==> config.mk <==
export PLATFORM = sky130hd
export DESIGN_NAME = phy_mdio_init_flat
export DESIGN_NICKNAME = d
export VERILOG_FILES = /design/src/rtl/phy_mdio_init_if.sv /design/src/rtl/phy_mdio_init.sv /design/src/flat_wrapper.sv
export SDC_FILE = /design/constraint.sdc
export NUM_CORES = 1
export LEC_CHECK = 0
export CAP_MARGIN = 40
export CORE_ASPECT_RATIO = 1.4
export CORE_MARGIN = 5
export CORE_UTILIZATION = 25
export DETAILED_ROUTE_END_ITERATION = 10
export SETUP_SLACK_MARGIN = 0.1
export SYNTH_ARGS = -nofsm -noshare
export SYNTH_HDL_FRONTEND = slang
export SYNTH_SLANG_ARGS = --single-unit
==> constraint.sdc <==
create_clock -name clock -period 2.1 [get_ports clock]
set_input_delay 0.315 -clock clock [delete_from_list [all_inputs] [get_ports clock]]
set_output_delay 0.315 -clock clock [all_outputs]
set_load 0.05 [all_outputs]
==> src/rtl/phy_mdio_init_if.sv <==
// Pin bundle between the PHY power-up sequencer and the board-level PHY pins.
// The sequencer takes the master modport; a PHY model or a bench observer takes the slave modport.
interface phy_mdio_init_if;
  logic restart;
  logic phy_resetn;
  logic mdio_scl;
  logic mdio_sda;
  logic phy_init_done;
  logic busy;

  modport master (
    input  restart,
    output phy_resetn, mdio_scl, mdio_sda, phy_init_done, busy
  );

  modport slave (
    output restart,
    input  phy_resetn, mdio_scl, mdio_sda, phy_init_done, busy
  );
endinterface

==> src/rtl/phy_mdio_init.sv <==
// PHY power-up sequencer: hold the PHY in hardware reset, let it settle, write a
// fixed list of Clause-22 MDIO registers, then flag completion.
module phy_mdio_init #(
  parameter int          CLK_DIV           = 10,
  parameter int          RESET_CYCLES      = 1250000,
  parameter int          POST_RESET_CYCLES = 625000,
  parameter int          GAP_CYCLES        = 64,
  parameter logic [4:0]  PHY_ADDR          = 5'd0,
  parameter int          NUM_WR            = 2,
  parameter logic [20:0] WR0               = {5'h00, 16'h1140},
  parameter logic [20:0] WR1               = {5'h00, 16'h1140},
  parameter logic [20:0] WR2               = 21'd0,
  parameter logic [20:0] WR3               = 21'd0
) (
  input  logic            clock,
  input  logic            resetn,
  phy_mdio_init_if.master bus
);

  localparam int DIV_W  = (CLK_DIV > 1)           ? $clog2(CLK_DIV)           : 1;
  localparam int RST_W  = (RESET_CYCLES > 1)      ? $clog2(RESET_CYCLES)      : 1;
  localparam int POST_W = (POST_RESET_CYCLES > 1) ? $clog2(POST_RESET_CYCLES) : 1;
  localparam int GAP_W  = (GAP_CYCLES > 1)        ? $clog2(GAP_CYCLES)        : 1;

  localparam logic [DIV_W-1:0]  DIV_LAST  = DIV_W'(CLK_DIV - 1);
  localparam logic [RST_W-1:0]  RST_LAST  = RST_W'(RESET_CYCLES - 1);
  localparam logic [POST_W-1:0] POST_LAST = POST_W'(POST_RESET_CYCLES - 1);
  localparam logic [GAP_W-1:0]  GAP_LAST  = GAP_W'(GAP_CYCLES - 1);

  typedef enum logic [2:0] {
    RST_HOLD,
    RST_WAIT,
    FRAME,
    GAP,
    DONE
  } state_t;

  state_t            state, state_nx;
  logic [RST_W-1:0]  rst_cnt, rst_cnt_nx;
  logic [POST_W-1:0] post_cnt, post_cnt_nx;
  logic [GAP_W-1:0]  gap_cnt, gap_cnt_nx;
  logic [DIV_W-1:0]  div_cnt, div_cnt_nx;
  logic [5:0]        bit_cnt, bit_cnt_nx;
  logic [2:0]        wr_idx, wr_idx_nx;
  logic              phy_resetn_q, phy_resetn_nx;
  logic              scl_q, scl_nx;
  logic              sda_q, sda_nx;
  logic              done_q, done_nx;
  logic              busy_q, busy_nx;

  logic [20:0] wr_tab [4];
  logic [20:0] wr_cur;
  logic [63:0] frame;

  assign wr_tab[0] = WR0;
  assign wr_tab[1] = WR1;
  assign wr_tab[2] = WR2;
  assign wr_tab[3] = WR3;
  assign wr_cur    = wr_tab[wr_idx[1:0]];
  assign frame     = {32'hFFFF_FFFF, 2'b01, 2'b01, PHY_ADDR, wr_cur[20:16], 2'b10, wr_cur[15:0]};

  always_comb begin
    state_nx      = state;
    rst_cnt_nx    = rst_cnt;
    post_cnt_nx   = post_cnt;
    gap_cnt_nx    = gap_cnt;
    div_cnt_nx    = div_cnt;
    bit_cnt_nx    = bit_cnt;
    wr_idx_nx     = wr_idx;
    phy_resetn_nx = phy_resetn_q;
    scl_nx        = scl_q;
    sda_nx        = sda_q;
    done_nx       = done_q;
    busy_nx       = busy_q;

    case (state)
      RST_HOLD: begin
        phy_resetn_nx = 1'b0;
        scl_nx        = 1'b0;
        sda_nx        = 1'b1;
        done_nx       = 1'b0;
        busy_nx       = 1'b1;
        if (rst_cnt == RST_LAST) begin
          rst_cnt_nx    = '0;
          phy_resetn_nx = 1'b1;
          state_nx      = RST_WAIT;
        end else begin
          rst_cnt_nx = rst_cnt + 1'b1;
        end
      end

      RST_WAIT: begin
        if (post_cnt == POST_LAST) begin
          post_cnt_nx = '0;
          wr_idx_nx   = 3'd0;
          if (NUM_WR == 0) begin
            state_nx = DONE;
            done_nx  = 1'b1;
            busy_nx  = 1'b0;
          end else begin
            // Bit 63 is preamble, so the first driven bit is always a one.
            state_nx   = FRAME;
            bit_cnt_nx = 6'd63;
            div_cnt_nx = '0;
            scl_nx     = 1'b0;
            sda_nx     = 1'b1;
          end
        end else begin
          post_cnt_nx = post_cnt + 1'b1;
        end
      end

      FRAME: begin
        if (div_cnt == DIV_LAST) begin
          div_cnt_nx = '0;
          if (!scl_q) begin
            scl_nx = 1'b1;
          end else if (bit_cnt == 6'd0) begin
            scl_nx     = 1'b0;
            sda_nx     = 1'b1;
            gap_cnt_nx = '0;
            state_nx   = GAP;
          end else begin
            bit_cnt_nx = bit_cnt - 6'd1;
            sda_nx     = frame[bit_cnt - 6'd1];
            scl_nx     = 1'b0;
          end
        end else begin
          div_cnt_nx = div_cnt + 1'b1;
        end
      end

      GAP: begin
        scl_nx = 1'b0;
        sda_nx = 1'b1;
        if (gap_cnt == GAP_LAST) begin
          gap_cnt_nx = '0;
          wr_idx_nx  = wr_idx + 3'd1;
          if (wr_idx_nx == 3'(NUM_WR)) begin
            state_nx = DONE;
            done_nx  = 1'b1;
            busy_nx  = 1'b0;
          end else begin
            state_nx   = FRAME;
            bit_cnt_nx = 6'd63;
            div_cnt_nx = '0;
          end
        end else begin
          gap_cnt_nx = gap_cnt + 1'b1;
        end
      end

      DONE: begin
        if (bus.restart) begin
          state_nx      = RST_HOLD;
          rst_cnt_nx    = '0;
          post_cnt_nx   = '0;
          gap_cnt_nx    = '0;
          div_cnt_nx    = '0;
          bit_cnt_nx    = 6'd0;
          wr_idx_nx     = 3'd0;
          phy_resetn_nx = 1'b0;
          done_nx       = 1'b0;
          busy_nx       = 1'b1;
        end
      end

      default: state_nx = RST_HOLD;
    endcase
  end

  always_ff @(posedge clock or negedge resetn) begin
    if (!resetn) begin
      state        <= RST_HOLD;
      rst_cnt      <= '0;
      post_cnt     <= '0;
      gap_cnt      <= '0;
      div_cnt      <= '0;
      bit_cnt      <= 6'd0;
      wr_idx       <= 3'd0;
      phy_resetn_q <= 1'b0;
      scl_q        <= 1'b0;
      sda_q        <= 1'b1;
      done_q       <= 1'b0;
      busy_q       <= 1'b1;
    end else begin
      state        <= state_nx;
      rst_cnt      <= rst_cnt_nx;
      post_cnt     <= post_cnt_nx;
      gap_cnt      <= gap_cnt_nx;
      div_cnt      <= div_cnt_nx;
      bit_cnt      <= bit_cnt_nx;
      wr_idx       <= wr_idx_nx;
      phy_resetn_q <= phy_resetn_nx;
      scl_q        <= scl_nx;
      sda_q        <= sda_nx;
      done_q       <= done_nx;
      busy_q       <= busy_nx;
    end
  end

  assign bus.phy_resetn    = phy_resetn_q;
  assign bus.mdio_scl      = scl_q;
  assign bus.mdio_sda      = sda_q;
  assign bus.phy_init_done = done_q;
  assign bus.busy          = busy_q;

endmodule
==> src/flat_wrapper.sv <==
// flat-port wrapper written by rule: the top's interface ports become plain ports
module phy_mdio_init_flat 
#(
  parameter int          CLK_DIV           = 10,
  parameter int          RESET_CYCLES      = 1250000,
  parameter int          POST_RESET_CYCLES = 625000,
  parameter int          GAP_CYCLES        = 64,
  parameter logic [4:0]  PHY_ADDR          = 5'd0,
  parameter int          NUM_WR            = 2,
  parameter logic [20:0] WR0               = {5'h00, 16'h1140},
  parameter logic [20:0] WR1               = {5'h00, 16'h1140},
  parameter logic [20:0] WR2               = 21'd0,
  parameter logic [20:0] WR3               = 21'd0
)
  (clock, resetn, bus_restart, bus_phy_resetn, bus_mdio_scl, bus_mdio_sda, bus_phy_init_done, bus_busy);
  phy_mdio_init_if bus_i ();
  input  logic clock;
  input  logic resetn;
  input wire logic [$bits(bus_i.restart)-1:0] bus_restart;
  output wire logic [$bits(bus_i.phy_resetn)-1:0] bus_phy_resetn;
  output wire logic [$bits(bus_i.mdio_scl)-1:0] bus_mdio_scl;
  output wire logic [$bits(bus_i.mdio_sda)-1:0] bus_mdio_sda;
  output wire logic [$bits(bus_i.phy_init_done)-1:0] bus_phy_init_done;
  output wire logic [$bits(bus_i.busy)-1:0] bus_busy;
  assign bus_i.restart = bus_restart;
  assign bus_phy_resetn = bus_i.phy_resetn;
  assign bus_mdio_scl = bus_i.mdio_scl;
  assign bus_mdio_sda = bus_i.mdio_sda;
  assign bus_phy_init_done = bus_i.phy_init_done;
  assign bus_busy = bus_i.busy;
  phy_mdio_init #(.CLK_DIV(CLK_DIV), .RESET_CYCLES(RESET_CYCLES), .POST_RESET_CYCLES(POST_RESET_CYCLES), .GAP_CYCLES(GAP_CYCLES), .PHY_ADDR(PHY_ADDR), .NUM_WR(NUM_WR), .WR0(WR0), .WR1(WR1), .WR2(WR2), .WR3(WR3)) u_core (.clock(clock), .resetn(resetn), .bus(bus_i));
endmodule
==> summary.txt <==
Clocking
  • Bufs on Longest Clock Path: 2
  • Worst-path clk slew: approximately 0.06 ns
  • Worst skew pair latency: 0.33 ns
  • CTS tree: done
  • Hold-fix buffers, CTS: 0
  • CTS Buf Count: 9
  • Htree depth: 3
  • Clk root buf: clkbuf_16
  • Clock Sinks: between 60 and 70

Synth
  • Largest family of logic cells by synthesized area: simple AND/OR/NAND/NOR gates
  • Syn avg cell area: slightly below 9 sq um
  • Post-synthesis xor/xnor area fraction: 0.0247
  • Sequential fraction of the synthesis area: 0.401
  • #FFs+latches synth: 68
  • Post-Synthesis Cells: just under 500
  • Yosys warnings: 0
  • Mapped cell area: ~0.0042 sq mm
  • Post-synth ARST share: 1.00
  • Post-Syn Nets: between 400 and 500
  • Compound-Gate Fraction of Synth Area: 0.225
  • Multiplexer area fraction after synthesis: 0.0245
  • Yosys cell types: 64
  • Synth Flop Type: dfrtp_1
  • Number of synthesized flops with an enable pin: 0
  • Post-synthesis adder-cell area fraction: 0.0295
  • Synth Area in Simple Gates: 0.247

Setup path
  • CP max-delay cell: dfrtp_1
  • Crit start category: flip-flop
  • FF-to-FF setup slack: around 0.11 ns
  • CP Data Required Time: around 2.3 ns
  • CP endpoint kind: flip-flop
  • Critical path type: flip-flop to flip-flop
  • Max Fanout on Critical Path: 4
  • CP peak stage delay: about 0.4 ns
  • WP data arrival: 2.21 ns
  • Crit-path cells: nor4_2 -> nand4_1 -> o31a_1 -> a211o_1 -> a32o_1

Floorplan
  • IO Count: 8
  • Die width: approximately 120 um
  • Die ar.: slightly below 0.02 sq mm
  • Die Height: between 150 and 200 um
  • Row Count: 56
  • Initial core utilization: 0.254
  • Core Area: approximately 0.017 sq mm

Drt
  • Vias/cell: about 5.3
  • Final routed DRC violation total: 0
  • Vias: about 3900
  • Number of iterations in the first detailed-routing pass: 5
  • Final ANT Viol Nets: 0
  • Total Wirelength: roughly 11000 um
  • DR iter-0 viols: ~320
  • Drt wl/cell: 15.2 um

Run status
  • Failing checks: hold timing
  • Status: finished, violations left

Place
  • Gp weighted congestion: a little over 0.9
  • Buffers added on ports: 7
  • Post-DP HPWL: about 8000 um
  • Dpl cells: about 710

Timing
  • Final hold vios: 2
  • RSZ-0062 raised after global routing: yes
  • Peak Freq: 502 MHz
  • Worst-margin pin slew: 0.510 ns
  • Final hold slack: -0.00436 ns
  • Fin crit share: 0.949
  • Final setup vio count: 0
  • Tmin final: around 2 ns
  • Max-slew violation count: 0
  • Setup Skew: 0.00744 ns
  • Slew Limit Headroom: 0.659
  • Setup TNS: 0 ns

Power and ir drop
  • Pleak: between 2 and 2.5 nW
  • Worst vdd ir: between 0.0003 and 0.0004 V
  • Power Dens Cells: 543 mW/mm^2

Cells and area
  • Ant diodes: 0
  • Layout area overhead: 24.0%
  • Fin util: 0.314
  • Final Non-Filler Cells: ~740
  • Nets: around 540
  • Share of layout cells above drive strength 1: 0.187
  • Layout fillers: roughly 1700

Min path
  • Min-delay worst type: primary input to asynchronous set/reset pin

Global route
  • Gr usage total: 0.115
  • Pin count of the biggest net entering global routing: about 70
  • GR Overflow Total: 0
  • Vias in the first global route: 3858
  • First-pass GRT wire length: roughly 19000 um
  • Antenna violations before repair: 0

Job
  • Max-cap viol count: 0
worst max-delay path, delay by kind of cell, from the launching register on:
family	cells	cell delay [ns]
and+or+nand+nor	2	0.56
AOI/OAI and AO/OA	3	0.91
DFF	1	0.41
cells in the mapped netlist, drive strengths merged (5+ instances only):
master	n	share of area
xnor2	8	0.017
nand2	42	0.037
o211ai	5	0.0088
nor4	6	0.016
nand2b	8	0.012
and2	7	0.010
inv	24	0.021
nand3	27	0.032
a31oi	14	0.021
buf	10	0.015
mux2i	7	0.017
nor2	38	0.034
a21o	8	0.014
clkbuf	14	0.012
ha	10	0.029
o21ai	32	0.038
a22o	8	0.017
o22ai	7	0.010
a41oi	5	0.010
a21oi	34	0.041
nand4	13	0.019
dfrtp	66	0.39
a32o	5	0.012
nor3	16	0.019
and3	8	0.012
flip-flops by register name (all words and copies together) (netlist names), 3 cells and up:
signal           cells
u_core.div_cnt       4
u_core.wr_idx        3
u_core.bit_cnt       6
u_core.gap_cnt       6
u_core.post_cnt     20
u_core.state         3
u_core.rst_cnt      21
routing by layer:
layer	track usage	wire (um)	up-vias
met5	0	0	-
met4	0.0657	362	0
met3	0.0117	290	24
met2	0.206	5940	80
met1	0.133	4640	1890
li1	-	-	1899
power breakdown:
part / internal [mW] / leakage, nW / switching, mW
clock: 0.919 / 0.135 / 0.595
combinational: 0.00772 / 1.19 / 0.0276
sequential: 1.31 / 0.817 / 0
total: 2.24 / 2.14 / 0.623
final cells by class:
| cell class | instances | area (sq um) | area share |
|---|---|---|---|
| clock inverter | 6 | 66.3 | 0.0126 |
| sequential | 68 | 1710 | 0.324 |
| clock buffer | 10 | 229 | 0.0435 |
| tap | 203 | 254 | 0.0483 |
| multi-input combinational | 370 | 2430 | 0.462 |
| timing repair buffer | 58 | 487 | 0.0925 |
| inverter | 24 | 90.1 | 0.0171 |
worst paths after layout:
path / startpoint / to / depth (start not counted)
max in group asynchronous: resetn / u_core.bus.mdio_sda / 2
setup / recovery: u_core.post_cnt[12] / u_core.bit_cnt[2] / 5
hold / removal: resetn / u_core.bus.phy_init_done / 2
hold reg to reg: u_core.rst_cnt[17] / u_core.rst_cnt[17] / 1
min in group clock: u_core.rst_cnt[17] / u_core.rst_cnt[17] / 1
setup reg to reg: u_core.post_cnt[12] / u_core.bit_cnt[2] / 5
kinds of logic (layout without fill, tap and decap cells):
kind of cell,Yosys count,after routing
xor+xnor,12,12
mux,10,10
simple gates,193,193
compound gates,145,145
flops,68,68
buf+inv,48,98
fa+ha+maj,10,10
per-stage QoR:
| step | worst slack, ns | cell area, sq um | hold slack (ns) | total power [mW] |
|---|---|---|---|---|
| 2_1_floorplan | 0.132 | 4250 | 0.0194 | 1.33 |
| 3_3_place_gp | 0.109 | 4800 | 0.368 | 1.37 |
| 3_5_place_dp | 0.0727 | 4800 | 0.375 | 1.37 |
| 4_1_cts | 0.107 | 5110 | 0.0142 | 2.90 |
| 5_1_grt | 0.00307 | 5260 | 0.0226 | 2.95 |
| 6_report | 0.108 | 5260 | -0.00436 | 2.86 |
cells in the final DEF (no fill, tap or decap), types with 3 or more instances in the layout:
master	count
nor2_1	38
o21ai_1	3
buf_4	47
nand3_1	26
a22o_1	8
a32o_1	5
buf_12	3
a21oi_2	3
a211o_1	3
a21oi_1	30
ha_1	7
nand2b_1	7
and3_1	8
nand4_1	13
inv_1	23
or3_1	3
nor3_1	15
xnor2_1	8
a31oi_1	14
clkbuf_16	9
and2_1	7
mux2_2	3
a41oi_1	5
o21ai_0	29
nor2b_1	3
o211ai_1	5
nand3b_1	3
mux2i_1	7
clkdlybuf4s50_1	4
clkinvlp_4	3
o31ai_1	4
a21o_1	8
o22ai_1	7
dfrtp_1	64
xor2_1	4
nand2_1	42
repair_timing:
action                                  CTS  global route
buffers inserted                          2             8
endpoints found under the setup margin    6            36
pin swaps                                 1            12
resized for setup                         4            22
hold endpoints to repair                  0             0
Note: power is estimated with default switching activity, not from simulation.
